===== src/rtl/interleave_pkg.sv =====
// Shared pointer type and stepping helpers for the block interleaver and deinterleaver.
package interleave_pkg;

    localparam int PTR_W = 16;
    localparam logic [PTR_W-1:0] PTR_ONE = 1;

    typedef struct packed {
        logic             bank;
        logic [PTR_W-1:0] lane;
        logic [PTR_W-1:0] idx;
    } ptr_t;

    // True when the pointer sits on the final sample of a group.
    function automatic logic ptr_last(ptr_t p, int unsigned lane_max, int unsigned idx_max);
        return (p.lane == lane_max[PTR_W-1:0]) && (p.idx == idx_max[PTR_W-1:0]);
    endfunction

    // Advance a pointer; lane_inner selects which field is the fast counter.
    // The last sample of a group toggles the bank and zeroes both fields.
    function automatic ptr_t ptr_next(ptr_t p, int unsigned lane_max, int unsigned idx_max,
                                      logic lane_inner);
        ptr_t n;
        n = p;
        if (ptr_last(p, lane_max, idx_max)) begin
            n.bank = ~p.bank;
            n.lane = '0;
            n.idx  = '0;
        end else if (lane_inner) begin
            if (p.lane == lane_max[PTR_W-1:0]) begin
                n.lane = '0;
                n.idx  = p.idx + PTR_ONE;
            end else begin
                n.lane = p.lane + PTR_ONE;
            end
        end else begin
            if (p.idx == idx_max[PTR_W-1:0]) begin
                n.idx  = '0;
                n.lane = p.lane + PTR_ONE;
            end else begin
                n.idx  = p.idx + PTR_ONE;
            end
        end
        return n;
    endfunction

endpackage


===== src/rtl/pingpong_block_ram.sv =====
// Two-bank sample store: one write port, one registered read port.
// The read register returns 0 on idle cycles so it can drive data_out directly.
module pingpong_block_ram #(
    parameter int BITS  = 8,
    parameter int DEPTH = 60,
    parameter int AW    = 6
) (
    input  logic            clk,
    input  logic            rst,
    input  logic            i_we,
    input  logic [AW-1:0]   i_waddr,
    input  logic [BITS-1:0] i_wdata,
    input  logic            i_re,
    input  logic [AW-1:0]   i_raddr,
    output logic [BITS-1:0] o_rdata
);

    logic [BITS-1:0] r_mem [DEPTH];
    logic [BITS-1:0] r_rdata;

    // Sample storage; contents are intentionally left unreset.
    always_ff @(posedge clk) begin
        if (i_we) r_mem[i_waddr] <= i_wdata;
    end

    // Registered read, forced to zero when no read is issued.
    always_ff @(posedge clk or posedge rst) begin
        if (rst)       r_rdata <= '0;
        else if (i_re) r_rdata <= r_mem[i_raddr];
        else           r_rdata <= '0;
    end

    assign o_rdata = r_rdata;

endmodule


===== src/rtl/interleave_block_input.sv =====
// Block interleaver: writes IIR blocks of N samples lane-major into one bank,
// reads them index-major from the other bank, ping-ponging without stalls.
module interleave_block_input
    import interleave_pkg::*;
#(
    parameter int BITS = 8,
    parameter int IIR  = 3,
    parameter int N    = 10
) (
    input  logic            clk,
    input  logic            rst,
    input  logic            in_valid,
    output logic            in_ready,
    input  logic            in_sync,
    input  logic [BITS-1:0] data_in,
    output logic            out_valid,
    output logic [BITS-1:0] data_out,
    output logic            out_group_end,
    output logic            sync_err
);

    localparam int LW    = $clog2(IIR);
    localparam int IW    = $clog2(N);
    localparam int DEPTH = 2 * IIR * N;
    localparam int AW    = $clog2(DEPTH);

    logic          r_wr_bank, r_rd_bank;
    logic [LW-1:0] r_wr_lane, r_rd_lane;
    logic [IW-1:0] r_wr_idx,  r_rd_idx;
    logic [1:0]    r_full;
    logic          r_out_valid, r_out_end, r_sync_err;

    ptr_t          w_wr_cur, w_wr_nxt, w_rd_cur, w_rd_nxt;
    logic          w_in_ready, w_accept, w_resync, w_wr_last;
    logic          w_rd_active, w_rd_last;
    logic [LW-1:0] w_wr_lane_eff;
    logic [IW-1:0] w_wr_idx_eff;
    logic [AW-1:0] w_waddr, w_raddr;

    assign w_wr_cur = {r_wr_bank, PTR_W'(r_wr_lane), PTR_W'(r_wr_idx)};
    assign w_rd_cur = {r_rd_bank, PTR_W'(r_rd_lane), PTR_W'(r_rd_idx)};
    assign w_wr_nxt = ptr_next(w_wr_cur, IIR - 1, N - 1, 1'b0);
    assign w_rd_nxt = ptr_next(w_rd_cur, IIR - 1, N - 1, 1'b1);

    // Ready depends only on flag/pointer registers.
    assign w_in_ready = !r_full[r_wr_bank];
    assign w_accept   = in_valid && w_in_ready;

    // A sync marker anywhere but (0,0) restarts the group at (0,0) of the same bank.
    assign w_resync      = w_accept && in_sync && ((r_wr_lane != '0) || (r_wr_idx != '0));
    assign w_wr_lane_eff = w_resync ? '0 : r_wr_lane;
    assign w_wr_idx_eff  = w_resync ? '0 : r_wr_idx;
    assign w_wr_last     = w_accept && !w_resync && ptr_last(w_wr_cur, IIR - 1, N - 1);

    assign w_rd_active = r_full[r_rd_bank];
    assign w_rd_last   = w_rd_active && ptr_last(w_rd_cur, IIR - 1, N - 1);

    assign w_waddr = AW'((32'(r_wr_bank) * IIR + 32'(w_wr_lane_eff)) * N + 32'(w_wr_idx_eff));
    assign w_raddr = AW'((32'(r_rd_bank) * IIR + 32'(r_rd_lane)) * N + 32'(r_rd_idx));

    // Write pointer: lane-major stepping, resync jumps to (0,1).
    always_ff @(posedge clk or posedge rst) begin
        if (rst) begin
            r_wr_bank <= 1'b0;
            r_wr_lane <= '0;
            r_wr_idx  <= '0;
        end else if (w_resync) begin
            r_wr_lane <= '0;
            r_wr_idx  <= IW'(1);
        end else if (w_accept) begin
            r_wr_bank <= w_wr_nxt.bank;
            r_wr_lane <= w_wr_nxt.lane[LW-1:0];
            r_wr_idx  <= w_wr_nxt.idx[IW-1:0];
        end
    end

    // Read pointer: index-major stepping whenever the read bank is full.
    always_ff @(posedge clk or posedge rst) begin
        if (rst) begin
            r_rd_bank <= 1'b0;
            r_rd_lane <= '0;
            r_rd_idx  <= '0;
        end else if (w_rd_active) begin
            r_rd_bank <= w_rd_nxt.bank;
            r_rd_lane <= w_rd_nxt.lane[LW-1:0];
            r_rd_idx  <= w_rd_nxt.idx[IW-1:0];
        end
    end

    // Bank-full flags; a same-edge set and clear always hit different banks.
    always_ff @(posedge clk or posedge rst) begin
        if (rst) begin
            r_full <= 2'b00;
        end else begin
            if (w_wr_last) r_full[r_wr_bank] <= 1'b1;
            if (w_rd_last) r_full[r_rd_bank] <= 1'b0;
        end
    end

    // Output qualifiers aligned with the registered RAM read data.
    always_ff @(posedge clk or posedge rst) begin
        if (rst) begin
            r_out_valid <= 1'b0;
            r_out_end   <= 1'b0;
            r_sync_err  <= 1'b0;
        end else begin
            r_out_valid <= w_rd_active;
            r_out_end   <= w_rd_last;
            r_sync_err  <= w_resync;
        end
    end

    pingpong_block_ram #(
        .BITS  (BITS),
        .DEPTH (DEPTH),
        .AW    (AW)
    ) u_ram (
        .clk     (clk),
        .rst     (rst),
        .i_we    (w_accept),
        .i_waddr (w_waddr),
        .i_wdata (data_in),
        .i_re    (w_rd_active),
        .i_raddr (w_raddr),
        .o_rdata (data_out)
    );

    assign in_ready      = w_in_ready;
    assign out_valid     = r_out_valid;
    assign out_group_end = r_out_end;
    assign sync_err      = r_sync_err;

endmodule


===== config.mk =====
export PLATFORM = sky130hd
export DESIGN_NAME = interleave_block_input
export DESIGN_NICKNAME = d
export VERILOG_FILES = /design/src/rtl/interleave_pkg.sv /design/src/rtl/pingpong_block_ram.sv /design/src/rtl/interleave_block_input.sv
export SDC_FILE = /design/constraint.sdc
export NUM_CORES = 1
export LEC_CHECK = 0
export CORE_AREA = 2 2 233 166
export CTS_BUF_LIST = sky130_fd_sc_hd__clkbuf_16
export DETAILED_ROUTE_END_ITERATION = 10
export DIE_AREA = 0 0 235 168
export PLACE_DENSITY_LB_ADDON = 0.08
export SLEW_MARGIN = 20
export SYNTH_ARGS = -nofsm -noshare
export SYNTH_HDL_FRONTEND = slang
export SYNTH_SLANG_ARGS = --single-unit

===== constraint.sdc =====
create_clock -name clk -period 5.4 [get_ports clk]
set_input_delay 1.08 -clock clk [delete_from_list [all_inputs] [get_ports clk]]
set_output_delay 1.08 -clock clk [all_outputs]
set_load 0.05 [all_outputs]

==> impl_metrics.toml, run 1 <==
[worst_setup_path]
reg2reg_slack_ns = 1.04
path_max_fanout = 8
crit_type = "primary input to register"
crit_arrival_ns = 4.82
crit_required_ns = 5.68
r2r_start = "r_wr_bank"
cp-end-kind = "register"
reg2reg_depth = 16
critPathLaunchType = "primary input"
r2r-end = "u_ram.r_mem[52][6]"

[route]
viasPerCell = 6.06
first_pass_iters = 5
routed_wl_um = 46400
drc = 0
dr_total_vias = 10300
antenna_left = 0
met2_length_um = 20300
highest_layer = "met4"
met1_length_um = 21200
drt-initial-drc-count = 1309
detail_route.wl_per_cell_um = 27.4
met3_length_um = 4020

[power]
pwr-share-clk = 0.327
pwr-share-seq = 0.467
p_int_mw = 6.94
leakage_nw = 7.72
netSwitchingFraction = 0.285
ir_drop_mv = 0.256
pwr-share-comb = 0.206
pwr_density_cell_nw_per_um2 = 420
p_switching_mw = 2.76
p_total_mw = 9.70

[global_routing]
grt_antenna_before_repair = 0
grt_overflow = 0
grt_max_degree = 72
grt_pass1_wl_um = 68500
track_usage = 0.241
first_global_vias = 10100

[min_path]
hold_start = "r_rd_lane[1]"
min_path_type = "register to register"
holdPathStages = 2
min_to = "r_rd_lane[1]"

[floorplan]
dieArea_um2 = 39500
core.rowCount = 60
fp.dieH_um = 168
pin_count = 24
start_util = 0.541
core_um2 = 37600
dieWidth_um = 235

[logic_synthesis]
yosysWarnings = 0
yosysUniqueCellTypes = 53
yosys_register_bits = 507
synth_edf_count = 480
async_flop_share = 0.0533
yosys.area_share.simple = 0.0405
syn_area_um2 = 20300
synth-xor-area-share = 0.00824
synthCells = 1028
synth_compound_area_frac = 0.0292
synth_top_family_by_area = "multiplexers"
ys_seq_area_frac = 0.742
syn_nets = 1061
synth.area.mux_share = 0.147
synth-adder-area-share = 0.0144
synth-main-ff-cell = "edfxtp_1"
avgSynthCellArea_um2 = 19.8

[timing]
worstMarginPinSlew_ns = 1.09
fmax_mhz = 220
finalWorstSetupSlack_ns = 0.858
rsz0062_at_grt = "false"
post-route-min-period_ns = 4.54
finalSetupTns_ns = 0
slew_headroom = 0.271
fin_crit_sh = 0.841
holdWs_ns = 0.556
hold_viol_final = 0
drv_slew = 0
finalSetupViolations = 0
finClkSkew_ns = 0.0256

[clock_tree]
root_buffer = "clkbuf_16"
clock_latency_ns = 0.57
cts_made_buffers = 48
cts.clk_slew.worst_paths_ns = 0.06
cts_tree = "done"
clock_path_buffers = 3
post_cts_buffers = 0
clock_sinks = 507
cts.htree.levels = 2
postCtsResizedCells = 0
hold_buffers = 0

[finish]
num_antenna_cells = 0
fin_area_um2 = 23100
area_delta_synth_final_pct = 13.6
final_nets = 1191
drive_above_1_share = 0.242
fillers = 2664

[run]
maxCapViolCount = 0

[placed_design]
place_area_um2 = 21600
hpwl_um = 28100
place.port_buffers = 23
place_ws_ns = 0.296
gp_congestion = 0.769

[run_status]
status = "completed"
critical path, stage by stage:
cell	delay (ns)
clkdlybuf4s50_1	0.48
a21boi_0	0.27
nand2_1	0.11
inv_1	0.08
nor2_1	0.05
ha_1	0.19
fa_1	0.43
ha_1	0.31
ha_1	0.31
nor2b_1	0.13
o21ai_0	0.31
xor2_1	0.15
nor2_1	0.26
nand2_1	0.29
nor2_1	0.18
buf_4	0.20
worst max-delay path by stage:
stage                         start            endpoint  slack (ns)  cells after the start
after global routing        in_sync  u_ram.r_mem[52][6]        0.65                     16
after global placement      in_sync  u_ram.r_mem[52][4]        0.33                     16
after CTS                   in_sync  u_ram.r_mem[52][3]        0.89                     16
after floorplan           r_wr_bank  u_ram.r_mem[35][0]        0.57                     15
final                       in_sync  u_ram.r_mem[52][6]        0.86                     16
after detailed placement    in_sync  u_ram.r_mem[52][3]        0.30                     16
metal layers:
layer | GRT usage | vias to the layer above
met3 | 0.0512 | 63
met5 | 0 | -
met1 | 0.382 | 5345
li1 | - | 4431
met2 | 0.346 | 432
met4 | 0.0605 | 0
cell usage after synthesis, types with 7 or more instances:
library cell / number / area share
nand3_1: 9 / 0.0022
a21oi_1: 7 / 0.0017
o221ai_1: 10 / 0.0043
edfxtp_1: 480 / 0.71
nand2_1: 74 / 0.014
inv_1: 15 / 0.0028
mux4_2: 106 / 0.12
mux2i_1: 19 / 0.0093
clkbuf_1: 10 / 0.0018
nor2_1: 96 / 0.018
o21ai_0: 17 / 0.0042
xnor2_1: 8 / 0.0034
mux4_1: 15 / 0.019
buf_4: 9 / 0.0033
dfrtp_1: 27 / 0.033
xor2_1: 8 / 0.0034
buf_6: 8 / 0.0044
o22ai_1: 12 / 0.0037
ha_1: 17 / 0.010
cell usage in the layout (no fill, tap or decap), drive strengths merged, types with 5 or more instances in the layout:
cell and count:
dfrtp 27, clkdlybuf4s50 15, ha 17, mux4 121, a21oi 8, o311a 5, mux2i 19, a31oi 6
nor2 96, o32ai 5, o21ai 17, xor2 9, clkbuf 49, edfxtp 480, nand2 74, o22ai 12
o221ai 10, nor2b 6, inv 25, xnor2 8, buf 107, nand3 9, clkinv 26
power groups by stage:
stage / clock [mW] / combinational [mW] / sequential, mW
6_report: 3.17 / 2.00 / 4.53
5_1_grt: 3.41 / 2.13 / 4.54
4_1_cts: 3.24 / 1.99 / 4.53
3_5_place_dp: 0 / 1.99 / 4.61
3_3_place_gp: 0 / 1.98 / 4.60
2_1_floorplan: 0 / 1.21 / 4.60
state kept, by name (all words and copies together), names as in the netlist:
name / flops
r_rd_bank: 1
r_rd_lane: 2
r_wr_lane: 2
r_wr_bank: 1
r_rd_idx: 4
u_ram.r_mem: 480
out_group_end: 1
out_valid: 1
u_ram.o_rdata: 8
sync_err: 1
r_full: 2
r_wr_idx: 4
per-stage QoR:
step | utilization | instances
floorplan | - | 1028
global placement | 0.575 | 1604
detailed placement | 0.575 | 1604
CTS | 0.614 | 1694
global route | 0.615 | 1694
finish | 0.615 | 1694
area by class of cell:
type | count | area, um2 | share of cell area
timing repair buffer | 122 | 961 | 0.0416
multi-input combinational | 464 | 4910 | 0.212
sequential | 507 | 15100 | 0.653
tap | 496 | 621 | 0.0269
clock buffer | 49 | 1230 | 0.0531
inverter | 15 | 56.3 | 0.00244
clock inverter | 41 | 246 | 0.0107
kinds of logic (layout without fill, tap and decap cells):
logic type               after synthesis  count (layout)
AO/OA/AOI/OAI                         83              83
XOR/XNOR                              17              17
adder cells (fa/ha/maj)               21              21
buffers and inverters                 57             227
flip-flops                           507             507
multiplexers                         141             141
AND/OR/NAND/NOR                      202             202
Power figures use the tool's default switching activity.
==> run 2: changes to the inputs <==
Clock period 5.4 ns to 4.7 ns, I/O delays scaled along.
==> run 2 against run 1 <==
Net effect: core utilization increased by 0.56 points; global-route usage increased by 0.15 points; largest cell class unchanged; wire length increased by 0.10%; flip-flop and latch count unchanged; clock power increased by 15%; via count unchanged; sequential power increased by 15%; final cell count increased by 0.41%; worst setup slack got worse by 0.62 ns; count of clock-buffer cells in the layout unchanged; combinational power increased by 22%; register-to-register slack got worse by 0.69 ns.
==> impl_metrics.toml, run 2 (synthesis results as in run 1) <==
[global_routing]
grt_antenna_before_repair = 1
track_usage = 0.243
use_met2 = 0.341
grt_pass1_wl_um = 69400
met1_usage = 0.390
use_met3 = 0.0567
grt_overflow = 0
first_global_vias = 10200
grt_max_degree = 61
top_usage_layer = "met1"

[timing]
finClkSkew_ns = 0.0265
slew_headroom = 0.237
holdWs_ns = 0.538
worstMarginPinSlew_ns = 1.14
fmax_mhz = 224
drv_slew = 0
finalWorstSetupSlack_ns = 0.239
fin_crit_sh = 0.949
hold_viol_final = 0
post-route-min-period_ns = 4.46
finalSetupViolations = 0
rsz0062_at_grt = "false"

[worst_setup_path]
critPathLaunchType = "primary input"
reg2reg_slack_ns = 0.35
path_max_fanout = 8
crit_arrival_ns = 4.74
r2r-end = "u_ram.r_mem[21][2]"
cp-end-kind = "register"
crit_required_ns = 4.98
crit_type = "primary input to register"
r2r_start = "r_wr_idx[0]"
reg2reg_depth = 19

[power]
pwr-share-clk = 0.322
pwr_density_cell_nw_per_um2 = 483
p_switching_mw = 3.18
p_int_mw = 8.10
ir_drop_mv = 0.281
leakage_nw = 7.81
pwr-share-seq = 0.460
netSwitchingFraction = 0.282
pwr-share-comb = 0.217

[min_path]
min_path_type = "primary input to asynchronous set/reset pin"

[route]
first_pass_iters = 5
viasPerCell = 6.04
routed_wl_um = 46500
antenna_left = 0
drc = 0
detail_route.wl_per_cell_um = 27.3
drt-initial-drc-count = 1153
dr_total_vias = 10300

[finish]
final_nets = 1202
final_common_cell = "edfxtp_1"
layout_common_cells = "edfxtp_1 (480), mux4_2 (106), buf_4 (102)"
fin_area_um2 = 23300
largest_reg_flops = 480
largest_register = "u_ram.r_mem"
drive_above_1_share = 0.266
area_delta_synth_final_pct = 14.7
num_antenna_cells = 0

[clock_tree]
clock_path_buffers = 3
clock_sinks = 507
cts.htree.levels = 2
cts_made_buffers = 48
clock_latency_ns = 0.57
root_buffer = "clkbuf_16"
cts_tree = "done"
cts.clk_slew.worst_paths_ns = 0.06
post_cts_buffers = 0

[floorplan]
pin_count = 24
dieArea_um2 = 39500
dieWidth_um = 235
core_um2 = 37600
fp.dieH_um = 168
core.rowCount = 60
start_util = 0.541

[run_status]
status = "completed"

[run]
maxCapViolCount = 0

[placed_design]
place_ws_ns = -0.405
hpwl_um = 29100
gp_congestion = 0.819
place.port_buffers = 23
place_area_um2 = 21800
-- run 2: critical path: stages --
cell and delay (ns):
clkdlybuf4s50_1 0.48, a21boi_0 0.25, nand2_1 0.14, inv_1 0.10, nor2_1 0.05, ha_1 0.20, fa_1 0.57, inv_1 0.07
fa_1 0.42, nor2b_1 0.13, o21ai_0 0.09, buf_4 0.14, buf_4 0.12, xnor2_1 0.13, nor2_1 0.17, nand2_1 0.30
nor2_1 0.26, buf_4 0.18
-- run 2: cell type report --
type / instances / area (um2)
clock buffers: 49 / 1230
clock inverters: 37 / 234
fillers: 2638 / 14300
inverters: 15 / 56.3
multi-input cells: 464 / 4980
flip-flops and latches: 507 / 15100
well taps: 496 / 621
repair buffers: 133 / 1120
-- run 2: how the worst max path moves through the flow --
stage,from,to,slack (ns),cells after the start
global placement,in_sync,u_ram.r_mem[43][3],-0.32,17
finish,in_sync,u_ram.r_mem[21][2],0.24,18
detailed placement,in_sync,u_ram.r_mem[43][2],-0.41,17
CTS,in_sync,u_ram.r_mem[53][4],0.16,16
floorplan,r_wr_bank,u_ram.r_mem[35][0],0.14,15
global route,in_sync,u_ram.r_mem[55][1],0.01,16
-- run 2: power by group through the flow --
stage / combinational (mW) / clock (mW) / sequential (mW)
2_1_floorplan: 1.39 / 0 / 5.29
3_3_place_gp: 2.41 / 0 / 5.28
3_5_place_dp: 2.42 / 0 / 5.29
4_1_cts: 2.43 / 3.70 / 5.19
5_1_grt: 2.61 / 3.88 / 5.20
6_report: 2.45 / 3.63 / 5.19
-- run 2: metrics by stage --
stage | cells | TNS [ns] | util | total power, mW
3_5_place_dp | 1615 | -111.62 | 0.580 | 7.71
4_1_cts | 1701 | 0 | 0.619 | 11.3
3_3_place_gp | 1615 | -67.67 | 0.580 | 7.69
2_1_floorplan | 1028 | 0 | - | 6.68
6_report | 1701 | 0 | 0.620 | 11.3
5_1_grt | 1701 | 0 | 0.620 | 11.7
-- run 2: routing by layer --
layer	vias up	share of wire
met4	0	0.018
met2	383	0.43
met1	5377	0.46
li1	4457	-
met5	-	0
met3	54	0.086
-- run 2: timing repair --
action	CTS	global route
gates resized for setup	0	23
setup endpoints to repair	0	176
hold buffers	0	0
==> run 3: changes to the inputs <==
Settings changed: CORE_AREA 2 2 233 166 to 3 3 234 167, DIE_AREA 0 0 235 168 to 0 0 237 170.
==> run 3 against run 2 <==
Net effect: worst setup slack improved by 0.26 ns; final cell count unchanged; critical path type unchanged; register-to-register slack improved by 0.22 ns; design area hardly changed; non-clock buffer count increased by 12; maximum frequency increased by 6.1%; die area rose by 2.1%; via count increased by 1.5%; clock power about the same; largest power group unchanged; power barely moved; sequential share of layout area about the same; flip-flop and latch count unchanged.
==> impl_metrics.toml, run 3 (synthesis results as in run 1) <==
[run_status]
status = "completed"

[timing]
finClkSkew_ns = 0.0156
finalSetupViolations = 0
slew_headroom = 0.489
rsz0062_at_grt = "false"
holdWs_ns = 0.567
drv_slew = 0
fmax_mhz = 238
fin_crit_sh = 0.894
worstMarginPinSlew_ns = 0.767
post-route-min-period_ns = 4.20
hold_viol_final = 0

[power]
leakage_nw = 7.84
p_switching_mw = 3.21
pwr-share-clk = 0.323
pwr-share-seq = 0.461
p_total_mw = 11.3
p_int_mw = 8.07
ir_drop_mv = 0.366
pwr-share-comb = 0.216
netSwitchingFraction = 0.284
pwr_density_cell_nw_per_um2 = 484

[route]
viasPerCell = 6.13
drc = 0
first_pass_iters = 5
routed_wl_um = 47100
drt-initial-drc-count = 1269
antenna_left = 0
dr_total_vias = 10400
detail_route.wl_per_cell_um = 27.7

[run]
maxCapViolCount = 0

[finish]
final_nets = 1213
num_antenna_cells = 0
final_cells = 1701
largest_reg_flops = 480
layout_common_cells = "edfxtp_1 (480), buf_4 (116), mux4_2 (106)"
area_delta_synth_final_pct = 14.6
largest_register = "u_ram.r_mem"
drive_above_1_share = 0.255
final_common_cell = "edfxtp_1"

[global_routing]
grt_antenna_before_repair = 0
grt_pass1_wl_um = 69300
grt_max_degree = 61
first_global_vias = 10300
track_usage = 0.237
grt_overflow = 0

[worst_setup_path]
critPathLaunchType = "primary input"
crit_top_cell = "nor2_1"
crit_slowest_cell = "fa_1"
critPathMaxStageDelay_ns = 0.57
crit_type = "primary input to register"
r2r_start = "r_wr_bank"
crit_arrival_ns = 4.47
crit_path_start = "in_sync"
cp_top_family = "adder cells"
cp-end-kind = "register"
cp_cell_sequence = "clkdlybuf4s50_1 -> a21boi_0 -> nand2_1 -> inv_1 -> nor2_1 -> ha_1 -> fa_1 -> inv_1 -> fa_1 -> nor2b_1 -> o21ai_0 -> buf_4 -> xor2_1 -> nor2_1 -> nand2_1 -> buf_12 -> nor2_1 -> buf_4"
crit_required_ns = 4.96
path_max_fanout = 8
crit_buf_inv = 6

[floorplan]
dieWidth_um = 237
start_util = 0.550
fp.dieH_um = 170
core_um2 = 37000
core.rowCount = 59
dieArea_um2 = 40300
pin_count = 24

[clock_tree]
cts_tree = "done"
post_cts_buffers = 0
cts.clk_slew.worst_paths_ns = 0.06
cts.htree.levels = 2
clock_latency_ns = 0.56
postCtsResizedCells = 0
clock_path_buffers = 3
root_buffer = "clkbuf_16"
cts_made_buffers = 47
clock_sinks = 507
hold_buffers = 0

[min_path]
hold_start = "r_rd_lane[1]"
min_path_type = "register to register"

[placed_design]
place.port_buffers = 23
gp_congestion = 0.841
hpwl_um = 29500
dpl.cell_count = 1619
==> run 3: cell types whose count changed in the layout (fill, tap and decap cells not counted), sizes merged <==
cell	before	now
inv	29	27
buf	118	130
clkinv	19	17
==> run 3: stage by stage <==
| step | worst slack (ns) | util | setup TNS [ns] | cell area [um2] |
|---|---|---|---|---|
| after floorplan | 0.144 | - | 0 | 20300 |
| after global placement | 0.0199 | 0.591 | 0 | 21900 |
| after detailed placement | -0.0528 | 0.591 | -1.97 | 21900 |
| after CTS | 0.512 | 0.631 | 0 | 23300 |
| after global routing | 0.239 | 0.631 | 0 | 23300 |
| final | 0.497 | 0.631 | 0 | 23300 |
==> run 3: area by class of cell <==
class | count | area [um2]
fillers | 2548 | 13700
well taps | 488 | 611
flip-flops and latches | 507 | 15100
clock inverters | 33 | 239
inverters | 15 | 56.3
multi-input cells | 464 | 4910
clock buffers | 49 | 1230
repair buffers | 145 | 1180
==> run 3: power by group through the flow <==
stage | clock [mW] | combinational [mW] | sequential [mW]
floorplan | 0 | 1.39 | 5.29
global placement | 0 | 2.42 | 5.28
detailed placement | 0 | 2.41 | 5.29
CTS | 3.71 | 2.43 | 5.20
global route | 3.90 | 2.60 | 5.21
finish | 3.64 | 2.44 | 5.20
==> run 3: worst reg2reg max path, stage by stage (launching register included) <==
cell and delay [ns]:
dfrtp_1 0.52, mux2i_2 0.37, and2_1 0.20, nand2_1 0.07, inv_1 0.08, nor2_1 0.04, ha_1 0.19, fa_1 0.57
inv_1 0.07, fa_1 0.41, nor2b_1 0.11, o21ai_0 0.08, buf_4 0.15, xor2_1 0.15, nor2_1 0.18, nand2_1 0.13
buf_12 0.16, nor2_1 0.16, buf_4 0.19
==> run 3: metal layers <==
layer | vias to the layer above | global-route usage | wire, um
li1 | 4471 | - | -
met1 | 5455 | 0.377 | 21900
met2 | 442 | 0.334 | 20300
met3 | 54 | 0.0677 | 4260
met4 | 0 | 0.0441 | 685
met5 | - | 0 | 0
==> run 3: worst paths after layout <==
kind	cells past startpoint	slack [ns]	end
max	18	0.50	u_ram.r_mem[33][0]
min	2	0.57	r_rd_lane[1]
max reg2reg	18	0.57	u_ram.r_mem[33][0]
min reg2reg	2	0.57	r_rd_lane[1]
max in group asynchronous	3	3.62	r_rd_idx[0]
min in group asynchronous	3	0.76	r_wr_bank
==> RTL change 1: new RTL, config.mk and constraints of run 2 <==
Reset style: synchronous (`rst`), changed in 5 clocked blocks.
--- a/src/rtl/pingpong_block_ram.sv
+++ b/src/rtl/pingpong_block_ram.sv
@@ -24,7 +24,7 @@
     end
 
     // Registered read, forced to zero when no read is issued.
-    always_ff @(posedge clk or posedge rst) begin
+    always_ff @(posedge clk) begin
         if (rst)       r_rdata <= '0;
         else if (i_re) r_rdata <= r_mem[i_raddr];
         else           r_rdata <= '0;
--- a/src/rtl/interleave_block_input.sv
+++ b/src/rtl/interleave_block_input.sv
@@ -59,7 +59,7 @@
     assign w_raddr = AW'((32'(r_rd_bank) * IIR + 32'(r_rd_lane)) * N + 32'(r_rd_idx));
 
     // Write pointer: lane-major stepping, resync jumps to (0,1).
-    always_ff @(posedge clk or posedge rst) begin
+    always_ff @(posedge clk) begin
         if (rst) begin
             r_wr_bank <= 1'b0;
             r_wr_lane <= '0;
@@ -75,7 +75,7 @@
     end
 
     // Read pointer: index-major stepping whenever the read bank is full.
-    always_ff @(posedge clk or posedge rst) begin
+    always_ff @(posedge clk) begin
         if (rst) begin
             r_rd_bank <= 1'b0;
             r_rd_lane <= '0;
@@ -88,7 +88,7 @@
     end
 
     // Bank-full flags; a same-edge set and clear always hit different banks.
-    always_ff @(posedge clk or posedge rst) begin
+    always_ff @(posedge clk) begin
         if (rst) begin
             r_full <= 2'b00;
         end else begin
@@ -98,7 +98,7 @@
     end
 
     // Output qualifiers aligned with the registered RAM read data.
-    always_ff @(posedge clk or posedge rst) begin
+    always_ff @(posedge clk) begin
         if (rst) begin
             r_out_valid <= 1'b0;
             r_out_end   <= 1'b0;
Behaviour: differs if rst is asserted again (counterexample within 4 cycles, from zero or initial values and one cycle with rst high); with rst held inactive, the same outputs for 10 cycles.
==> RTL change 1 against run 2 <==
Area after synthesis about the same. Design area is 0.35% higher. Sequential cell count unchanged. Setup slack improved by 220 ps. Wire length rose by 0.25%. Cell count grew 2.8%. Non-clock buffer count is 16 higher. Critical path type is now reg -> reg. Critical endpoint is now u_ram.r_mem[55][0].
Power is not compared: it rests on default switching activity, and its combinational part moved more than twofold at a synthesized area within 25%.
==> RTL change 1: results (changes against run 2) <==
initial antenna violation count - 0 (-1)
Hold WS - 522 ps (-16.6 ps)
global-route wire length before repair - 69,100 um (-0.49%)
hpwl dp - 29,400 um (+1.2%)
critical-path cell with the highest stage delay - dfxtp_1
vias - 10,628 (+3.5%)
clk slew on worst S/H paths - 60 ps (about the same)
Placed Area - 21,800 um2 (+0.20%)
Post-Syn Instances - 1,076 (+4.7%)
Setup CP Type - reg -> reg
slowest cell delay on critical path - 500 ps (-70 ps)
TritonCTS buffer count - 48 (unchanged)
HP Class - reg -> reg
Non-Filler Instances - 1,749 (+2.8%)
post-route setup slack - 458 ps (+219 ps)
Die X-Extent - 235 um (unchanged)
cells on worst reg2reg path - 15 (-4)
vias in the first global route - 10,288 (+1.0%)
Reg power frac - 0.554
Clock Path Buffers - 3 (unchanged)
ranking of synthesized cells by area - edfxtp_1, mux4_2, dfxtp_1
Synth cell types - 47 (-11%)
clk_skew - 13.4 ps (-13.0 ps)
grt met2 use - 0.348 (+0.00729)
setup slack, reg-to-reg - 460 ps (+110 ps)
CP top delay family - adder cells
Nets - 1,248 (+3.8%)
Tot GR Track Use - 0.241 (-0.00229)
Post-Syn Nets - 1,108 (+4.4%)
Reg area - 15,000 um2 (-0.90%)
largest net degree at the start of global routing - 65 (+6.6%)
number of synthesized flops with an enable pin - 480 (unchanged)
met2 wire len - 20,500 um (+1.5%)
gpl congestion - 0.802 (-2.1%)
GR met3 Demand/Resource - 0.0566 (-0.000164)
Worst EP arrival - 4500 ps (-240 ps)
wl on met1 - 21,300 um (-0.70%)
register area share after synthesis - 0.735 (-0.00714)
Comb group - 0.000147 W
Internal Power - 0.00720 W
Fillers - 2,652 (+0.53%)
share of cells above drive strength 1 - 0.277 (+0.0105)
crit path from - r_wr_bank
grt met1 use - 0.376 (-0.0138)
met3 WL - 3980 um (about the same)
First-pass DRT Iterations - 7 (+2)
reg2reg end - u_ram.r_mem[55][0]
post-cts repair resize count - 0 (unchanged)
pre-CTS setup slack - 41.3 ps (+447 ps)
post-synthesis async set-or-reset flop share - 0 (-0.0533)
final wirelength - 46,600 um (+0.25%)
Starting DRT DRC Count - 1,283 (+11%)
max reg flops - 480 (unchanged)
Post-synth top cells - edfxtp_1, mux4_2, nand3_1
status - complete, no violations
Slew @ Worst Pin - 982 ps (-157 ps)
Power, Total - 0.00894 W
ANT cells - 0 (unchanged)
RTL change 1: changes by cell type in the layout (fill, tap and decap cells not counted), moves of 14 or more:
cell     change
buf_4       +19
dfrtp_1     -26
dfxtp_1     +26
mux2i_1     -18
mux4_1      -15
mux4_2      +14
nand2_1     -54
nand3_1     +98
nand4_1     +62
nor2_2      -22
o21ai_0     -15
RTL change 1: cells by family after synthesis:
logic type               after synthesis  share of synthesized area
flip-flops                           507                      0.735
AND/OR/NAND/NOR                      306                     0.0768
multiplexers                         126                      0.136
buffers and inverters                 71                     0.0207
AO/OA/AOI/OAI                         26                    0.00861
XOR/XNOR                              20                    0.00934
adder cells (fa/ha/maj)               20                     0.0138
RTL change 1: layout make-up:
class                      instances  share of cell area
sequential                       507               0.639
multi-input combinational        498               0.215
clock buffer                      49              0.0524
timing repair buffer             149              0.0512
tap                              496              0.0265
clock inverter                    38              0.0141
inverter                          12             0.00192
==> RTL change 2: new RTL, config.mk and constraints of run 2 <==
Made on the original files. `BITS` is set to 8 in 2 places; all go to 10.
--- a/src/rtl/pingpong_block_ram.sv
+++ b/src/rtl/pingpong_block_ram.sv
@@ -1,7 +1,7 @@
 // Two-bank sample store: one write port, one registered read port.
 // The read register returns 0 on idle cycles so it can drive data_out directly.
 module pingpong_block_ram #(
-    parameter int BITS  = 8,
+    parameter int BITS  = 10,
     parameter int DEPTH = 60,
     parameter int AW    = 6
 ) (
--- a/src/rtl/interleave_block_input.sv
+++ b/src/rtl/interleave_block_input.sv
@@ -3,7 +3,7 @@
 module interleave_block_input
     import interleave_pkg::*;
 #(
-    parameter int BITS = 8,
+    parameter int BITS = 10,
     parameter int IIR  = 3,
     parameter int N    = 10
 ) (
Interface: changed (resized data_in and data_out); port bits go from 24 to 28. The function was not compared with the original's and may differ.
==> RTL change 2 against run 2 <==
Via count rose by 24%. Clock skew down 11 ps. Area after synthesis is 22% higher. Design area up 21%. Total power up 11%. Sequential cell count is 122 higher. Combinational power is 44% lower. Wire length rose by 22%. Utilization is 13 points higher. Setup slack improved by 120 ps. Synthesized cell count up 18%.
==> RTL change 2: results (changes against run 2) <==
status - complete, no violations
Hold WS - 543 ps (+4.91 ps)
TritonCTS buffer count - 56 (+17%)
HP Class - reg -> reg
Static Leak - 9.25 nW (+18%)
share of cells above drive strength 1 - 0.277 (+0.0110)
global-route wire length before repair - 84,400 um (+22%)
Tot GR Track Use - 0.298 (+0.0552)
Starting DRT DRC Count - 1,813 (+57%)
maximum fanout along the worst path - 10 (+2)
setup slack, reg-to-reg - 490 ps (+140 ps)
Worst EP arrival - 4640 ps (-100 ps)
Peak VDD IR - 0.000333 V (+19%)
Nets - 1,427 (+19%)
number of synthesized flops with an enable pin - 600 (+25%)
hpwl dp - 35,800 um (+23%)
register area share after synthesis - 0.756 (+0.0138)
ranking of synthesized cells by area - edfxtp_1, mux4_2, dfrtp_1
vias - 12,763 (+24%)
pre-CTS setup slack - -165 ps (+241 ps)
Final Critical Period - 4350 ps (-116 ps)
gpl congestion - 0.918 (+12%)
vias per inst - 6.61 (+9.5%)
First-pass DRT Iterations - 6 (+1)
placed cells - 1,830 (+13%)
grt met1 use - 0.487 (+0.0966)
Post-synth top cells - edfxtp_1, mux4_2, nor2_1
GR met3 Demand/Resource - 0.0779 (+0.0212)
RTL change 2: power by group:
part           internal (W)  switching, W  total, W  leakage (nW)
Sequential          0.00655      0.000106   0.00665          5.79
Clock               0.00258       0.00195   0.00453         0.915
Combinational      0.000437      0.000943   0.00138          2.55
RTL change 2: path summary, 6_finish.rpt:
check                                   from                 end  depth (start not counted)
worst max-delay path                 in_sync  u_ram.r_mem[35][3]                         18
worst min-delay path            r_rd_lane[0]        r_rd_lane[1]                          2
worst max register to register     r_wr_bank  u_ram.r_mem[35][3]                         18
worst min register to register  r_rd_lane[0]        r_rd_lane[1]                          2
max in group asynchronous                rst         r_rd_idx[0]                          3
min in group asynchronous                rst    u_ram.o_rdata[3]                          3
RTL change 2: worst max-delay path, stage by stage:
cell	delay [ps]
clkdlybuf4s50_1	510
a21boi_0	260
nand2_1	130
inv_1	90
nor2_1	40
ha_1	190
fa_1	420
ha_1	310
ha_1	320
nor2b_1	140
o21ai_0	160
buf_4	150
xor2_1	70
nor2_1	160
nand2_1	90
buf_4	180
nor2_1	220
buf_4	240
RTL change 2: final cells by class:
cell class / count / share of cell area
Timing Repair Buffer: 170 / 0.0463
Inverter: 15 / 0.00200
Clock inverter: 44 / 0.0137
Clock buffer: 57 / 0.0506
Multi-Input combinational cell: 520 / 0.201
Tap cell: 496 / 0.0220
Sequential cell: 629 / 0.665
RTL change 2: logic make-up after synthesis:
kind of cell | count (synthesis) | synth area share
xor+xnor | 18 | 0.00696
compound gates | 114 | 0.0309
buf+inv | 67 | 0.0167
flops | 629 | 0.756
fa+ha+maj | 21 | 0.0118
mux | 174 | 0.146
simple gates | 193 | 0.0319
RTL change 2: through the flow:
| stage | area (um2) | power, W |
|---|---|---|
| finish | 28200 | 0.0126 |
| global route | 28200 | 0.0130 |
| CTS | 28200 | 0.0126 |
| detailed placement | 26400 | 0.00812 |
| global placement | 26400 | 0.00808 |
| floorplan | 24800 | 0.00741 |
RTL change 2: layer usage:
| layer | vias to the layer above | routed length, um |
|---|---|---|
| li1 | 5315 | - |
| met1 | 6626 | 24900 |
| met2 | 735 | 24600 |
| met3 | 85 | 6280 |
| met4 | 2 | 1090 |
| met5 | - | 16 |
